File: src/rtl/walu_mc.sv
// Multicycle ALU responder: one request in flight, single-cycle ops plus an iterative shift-add multiplier.
// Optional overflow flag output enabled by defining WALU_MC_OVF_EN.
module walu_mc #(
  parameter int unsigned DATA_WIDTH = 32
) (
  input  logic                  clk,
  input  logic                  rst_n,
  input  logic                  req_valid,
  output logic                  req_ready,
  input  logic [3:0]            req_op,
  input  logic [DATA_WIDTH-1:0] req_a,
  input  logic [DATA_WIDTH-1:0] req_b,
  output logic                  rsp_valid,
  input  logic                  rsp_ready,
  output logic [DATA_WIDTH-1:0] rsp_data,
  output logic                  rsp_err
`ifdef WALU_MC_OVF_EN
  ,
  output logic                  rsp_ovf
`endif
);

  localparam int unsigned HW = DATA_WIDTH / 2;
  localparam int unsigned SW = $clog2(DATA_WIDTH);
  localparam int unsigned CW = $clog2(HW + 1);
  localparam int unsigned MSB = DATA_WIDTH - 1;

  typedef enum logic [1:0] {IDLE, MUL, DONE} state_e;
  typedef enum logic [3:0] {
    OP_ADD = 4'd0, OP_SUB = 4'd1, OP_MULT = 4'd2, OP_AND = 4'd3, OP_OR = 4'd4,
    OP_XOR = 4'd5, OP_LSL = 4'd6, OP_LSR = 4'd7, OP_RL = 4'd8, OP_RR = 4'd9
  } op_e;

  state_e                state_q, state_d;
  logic [DATA_WIDTH-1:0] mcand_q, acc_q;
  logic [HW-1:0]         mplier_q;
  logic [CW-1:0]         cnt_q;
  logic                  accept;
  logic [SW-1:0]         sh;
  logic [DATA_WIDTH-1:0] sum, diff, alu_res, acc_next;
  logic                  alu_err;
`ifdef WALU_MC_OVF_EN
  logic                  alu_ovf, mul_ovf_q;
  logic [HW-1:0]         cross;
`endif

  always_ff @(posedge clk or negedge rst_n) begin
    if (!rst_n) state_q <= IDLE;
    else        state_q <= state_d;
  end

  always_comb begin
    state_d   = state_q;
    req_ready = 1'b0;
    rsp_valid = 1'b0;
    case (state_q)
      IDLE: begin
        req_ready = rst_n;
        if (req_valid) state_d = (req_op == OP_MULT) ? MUL : DONE;
      end
      MUL:  if (cnt_q == CW'(1)) state_d = DONE;
      DONE: begin
        rsp_valid = 1'b1;
        if (rsp_ready) state_d = IDLE;
      end
      default: state_d = IDLE;
    endcase
  end

  assign accept = req_valid && req_ready;

  always_comb begin
    sh      = req_b[SW-1:0];
    sum     = req_a + req_b;
    diff    = req_a - req_b;
    alu_res = '0;
    alu_err = 1'b0;
`ifdef WALU_MC_OVF_EN
    alu_ovf = 1'b0;
    // The truncated full product differs from the half product exactly when
    // the cross terms a_hi*b_lo + a_lo*b_hi are nonzero modulo 2^HW.
    cross   = req_a[DATA_WIDTH-1:HW] * req_b[HW-1:0] + req_a[HW-1:0] * req_b[DATA_WIDTH-1:HW];
`endif
    case (op_e'(req_op))
      OP_ADD: begin
        alu_res = sum;
`ifdef WALU_MC_OVF_EN
        alu_ovf = (req_a[MSB] == req_b[MSB]) && (sum[MSB] != req_a[MSB]);
`endif
      end
      OP_SUB: begin
        alu_res = diff;
`ifdef WALU_MC_OVF_EN
        alu_ovf = (req_a[MSB] != req_b[MSB]) && (diff[MSB] != req_a[MSB]);
`endif
      end
      OP_MULT: begin
`ifdef WALU_MC_OVF_EN
        alu_ovf = |cross;
`endif
      end
      OP_AND:  alu_res = req_a & req_b;
      OP_OR:   alu_res = req_a | req_b;
      OP_XOR:  alu_res = req_a ^ req_b;
      OP_LSL:  alu_res = req_a << sh;
      OP_LSR:  alu_res = req_a >> sh;
      OP_RL:   alu_res = DATA_WIDTH'(({req_a, req_a} << sh) >> DATA_WIDTH);
      OP_RR:   alu_res = DATA_WIDTH'({req_a, req_a} >> sh);
      default: alu_err = 1'b1;
    endcase
  end

  assign acc_next = mplier_q[0] ? acc_q + mcand_q : acc_q;

  always_ff @(posedge clk or negedge rst_n) begin
    if (!rst_n) begin
      mcand_q   <= '0;
      mplier_q  <= '0;
      acc_q     <= '0;
      cnt_q     <= '0;
      rsp_data  <= '0;
      rsp_err   <= 1'b0;
`ifdef WALU_MC_OVF_EN
      mul_ovf_q <= 1'b0;
      rsp_ovf   <= 1'b0;
`endif
    end else begin
      case (state_q)
        IDLE: if (accept) begin
          if (req_op == OP_MULT) begin
            mcand_q   <= {{HW{1'b0}}, req_a[HW-1:0]};
            mplier_q  <= req_b[HW-1:0];
            acc_q     <= '0;
            cnt_q     <= CW'(HW);
`ifdef WALU_MC_OVF_EN
            mul_ovf_q <= alu_ovf;
`endif
          end else begin
            rsp_data <= alu_res;
            rsp_err  <= alu_err;
`ifdef WALU_MC_OVF_EN
            rsp_ovf  <= alu_ovf;
`endif
          end
        end
        MUL: begin
          acc_q    <= acc_next;
          mcand_q  <= mcand_q << 1;
          mplier_q <= mplier_q >> 1;
          cnt_q    <= cnt_q - CW'(1);
          // Final iteration's partial sum goes straight to the result register.
          if (cnt_q == CW'(1)) begin
            rsp_data <= acc_next;
            rsp_err  <= 1'b0;
`ifdef WALU_MC_OVF_EN
            rsp_ovf  <= mul_ovf_q;
`endif
          end
        end
        default: ;
      endcase
    end
  end

endmodule

File: config.mk
export PLATFORM = sky130hd
export DESIGN_NAME = walu_mc
export DESIGN_NICKNAME = d
export VERILOG_FILES = /design/src/rtl/walu_mc.sv
export SDC_FILE = /design/constraint.sdc
export NUM_CORES = 1
export LEC_CHECK = 0
export ABC_AREA = 0
export CAP_MARGIN = 0
export CELL_PAD_IN_SITES_DETAIL_PLACEMENT = 0
export CELL_PAD_IN_SITES_GLOBAL_PLACEMENT = 1
export CORE_UTILIZATION = 50
export CTS_BUF_LIST = sky130_fd_sc_hd__clkbuf_16
export DETAILED_ROUTE_END_ITERATION = 16
export MAX_ROUTING_LAYER = met4
export PLACE_DENSITY = 0.95
export SKIP_LAST_GASP = 1
export SLEW_MARGIN = 20
export SYNTH_ARGS = -nofsm -noshare
export SYNTH_HDL_FRONTEND = slang
export SYNTH_SLANG_ARGS = --single-unit
File: constraint.sdc
create_clock -name clk -period 4.7 [get_ports clk]
set_input_delay 0.94 -clock clk [delete_from_list [all_inputs] [get_ports clk]]
set_output_delay 0.94 -clock clk [all_outputs]
set_load 0.01 [all_outputs]
==> flow_metrics.py <==
metrics = {
    "outcome": {
        "status": "complete, but fails checks",
        "violations": "setup timing",
    },
    "routing": {
        "route.met3.wl_um": 5920,
        "dr.pass1.iters": 7,
        "drtAntennaViolNets": 0,
        "viasPerCell": 6.49,
        "maxUsedRoutingLayer": "met4",
        "wl_met2_um": 24000,
        "drc": 0,
        "routed_wl_um": 54700,
        "wire_per_inst_um": 22.2,
        "drt_iter0_drc": 1985,
        "wl_met1_um": 21200,
        "routed-via-count": 16000,
    },
    "timing": {
        "slew_headroom_pct": 29.6,
        "period_needed_ns": 4.76,
        "rsz0062_at_grt": "true",
        "setup_viol": 3,
        "fin_ws_ns": -0.0599,
        "tightest_slew_ns": 1.06,
        "final_max_slew_viol_count": 0,
        "fmax_mhz": 210,
        "min_period_over_period_pct": 101,
        "hold_viol_final": 0,
        "hold_slack_ns": 0.343,
        "fin_setup_tns_ns": -0.127,
        "finClkSkew_ns": 0.0190,
    },
    "layout": {
        "fin_cells": 2465,
        "final_nets": 2270,
        "fillers": 2545,
        "final_cell_area_um2": 18200,
        "synthToLayoutAreaGrowth_pct": 23.0,
        "drive_above_1_share_pct": 18.4,
        "post-route-util_pct": 63.0,
    },
    "place": {
        "place.port_buffers": 106,
        "dp_hpwl_um": 41300,
        "placed_cell_area_um2": 17300,
        "dp_cells": 2420,
        "dpl_worst_slack_ns": -0.779,
        "gp_congestion": 1.12,
    },
    "die": {
        "io_pins": 107,
        "die_area_um2": 30200,
        "design.core.area_um2": 28900,
        "start_util_pct": 51.2,
        "fp-row-count": 62,
        "die_h_um": 174,
        "die_x_um": 174,
    },
    "logic_synthesis": {
        "synth-main-ff-cell": "dfrtp_1",
        "synth_edf_count": 0,
        "ys_seq_elements": 120,
        "postSynthAreaPerCell_um2": 7.95,
        "seq_area_frac_synth_pct": 20.3,
        "syn_inst": 1859,
        "synth_warnings": 0,
        "ys_types": 75,
        "synth_area_um2": 14800,
        "postSynth.asyncResetShare_pct": 100,
        "synth_fp_nets": 2063,
    },
    "grt": {
        "antenna_found_initial": 3,
        "grt_use_total_pct": 37.0,
        "grt_overflow": 0,
        "grt_pass1_wl_um": 84800,
        "grt_max_degree": 69,
        "grt_pass1_vias": 15300,
    },
    "power_and_ir_drop": {
        "vdd.ir_drop.worst_v": 0.000302,
        "power_density_nw_per_um2": 333,
        "total_power_mw": 6.06,
        "power.leakage_nw": 8.43,
    },
    "hold_path": {
        "hp-class": "in2async",
    },
    "clock_tree": {
        "cts_hold_buf": 0,
        "cts_max_level": 4,
        "cts.reportedPaths.clkPinSlew_ns": 0.07,
        "numCtsBuffers": 17,
        "worstSkewPairLatency_ns": 0.43,
        "cts_tree": "built",
        "clock-sinks": 120,
        "cts_buffer_depth": 2,
        "cts-root-buf": "clkbuf_16",
    },
    "worst_setup_path": {
        "reg2regPathDepth": 12,
        "cp-end-kind": "register",
        "arrival_ns": 5.07,
        "worst_setup_path_startpoint": "req_b[10]",
        "cp.required_ns": 5.01,
        "start_kind": "input port",
        "criticalPathCategory": "in2reg",
        "crit_fanout": 3,
        "r2r_start": "mcand_q[0]$_DFFE_PN0P_",
    },
    "job": {
        "max_cap_viol_count": 0,
    },
}
[synth_stat cells, drive strengths merged (5+ instances only)]
cell type	instances	area [um^2]
nor2	273	1020
nand2	185	697
ha	130	1630
a21oi	128	641
o21ai	126	634
dfrtp	120	3000
clkbuf	102	383
inv	83	312
mux2i	81	811
xnor2	66	578
mux4	58	1310
a21o	57	428
a31oi	48	300
a211oi	25	188
buf	24	103
a221oi	22	193
nor3	22	110
o31ai	20	150
xor2	20	175
a22o	19	166
o22ai	19	119
o211ai	17	128
a22oi	16	120
o221ai	14	123
nand3	13	65.1
o21a	12	90.1
and2	11	70.1
mux2	10	113
nand4	10	62.6
o21bai	10	75.1
and3	9	56.3
nand2b	9	56.3
nor3b	9	67.6
or3	8	65.1
nor2b	6	37.5
a211o	5	43.8
nor4	5	31.3
or2	5	31.3
[where the power goes]
group	internal (mW)	total (mW)	switching, mW	leakage [nW]
Combinational	1.45	3.19	1.74	6.64
Clock	0.682	1.20	0.520	0.268
Sequential	1.36	1.66	0.303	1.53
[metal layers]
layer | vias up | global-route usage (%)
met5 | - | -
met4 | 0 | 21.4
met1 | 7582 | 46.6
met3 | 238 | 6.95
met2 | 935 | 55.4
li1 | 7245 | -
[worst paths after layout]
check                           slack (ns)                        to
worst max-delay path                 -0.06  rsp_data[29]$_DFFE_PN0P_
worst max register to register        1.05     acc_q[28]$_DFFE_PN0P_
worst min register to register        0.46  rsp_data[10]$_DFFE_PN0P_
worst min-delay path                  0.34  mplier_q[12]$_DFFE_PN0P_
min in group clk                      0.46  rsp_data[10]$_DFFE_PN0P_
max in group asynchronous             2.73     acc_q[29]$_DFFE_PN0P_
[layout by cell type, fill, tap and decap left out, drive strengths merged, types with 22 or more instances in the layout]
cell | netlist | layout
clkdlybuf4s50 | 0 | 91
nor3 | 22 | 22
mux4 | 58 | 58
inv | 83 | 89
nor2 | 273 | 273
dfrtp | 120 | 120
a211oi | 25 | 25
a31oi | 48 | 48
a221oi | 22 | 22
nand2 | 185 | 185
a21o | 57 | 57
buf | 24 | 218
ha | 130 | 130
xnor2 | 66 | 66
mux2i | 81 | 81
o21ai | 126 | 126
a21oi | 128 | 128
[flip-flops by register name, summed over array words and instances (netlist names)]
register  cells
acc_q        32
mcand_q      32
rsp_data     32
mplier_q     16
cnt_q         5
state_q       2
rsp_err       1
[repair_timing]
action / CTS / global route
endpoints found under the setup margin: 9 / 11
resized for setup: 23 / 42
pin swaps: 16 / 36
setup buffers: 4 / 7
[cell type report]
class                      instances  area (um^2)  share of cell area [%]
multi-input combinational       1529        11200                    61.7
sequential                       120         3000                    16.5
timing repair buffer             315         2620                    14.4
tap                              384          480                    2.64
clock buffer                      17          425                    2.34
inverter                          83          312                    1.71
clock inverter                    15          120                   0.661
antenna                            2         5.00                  0.0275
[worst max-delay path, cell delays in order]
cell	delay, ns
buf_6	0.09
or4_4	0.53
or3_4	0.40
or4_4	0.52
or3_4	0.36
buf_6	0.13
o21ai_2	0.11
xnor2_1	0.10
ha_1	0.36
a21oi_2	0.19
o21bai_2	0.10
a21o_1	0.17
a211oi_2	0.20
o21bai_1	0.11
a41oi_2	0.19
xnor2_1	0.10
a2111oi_1	0.38
nor2_1	0.09
[kinds of logic after synthesis]
family / count (synthesis) / synth area share (%)
compound gates: 583 / 25.8
xor+xnor: 86 / 5.10
fa+ha+maj: 132 / 11.3
buf+inv: 210 / 5.45
flops: 120 / 20.3
mux: 149 / 15.1
simple gates: 579 / 16.9
No activity file was read; power rests on OpenSTA's default activity.
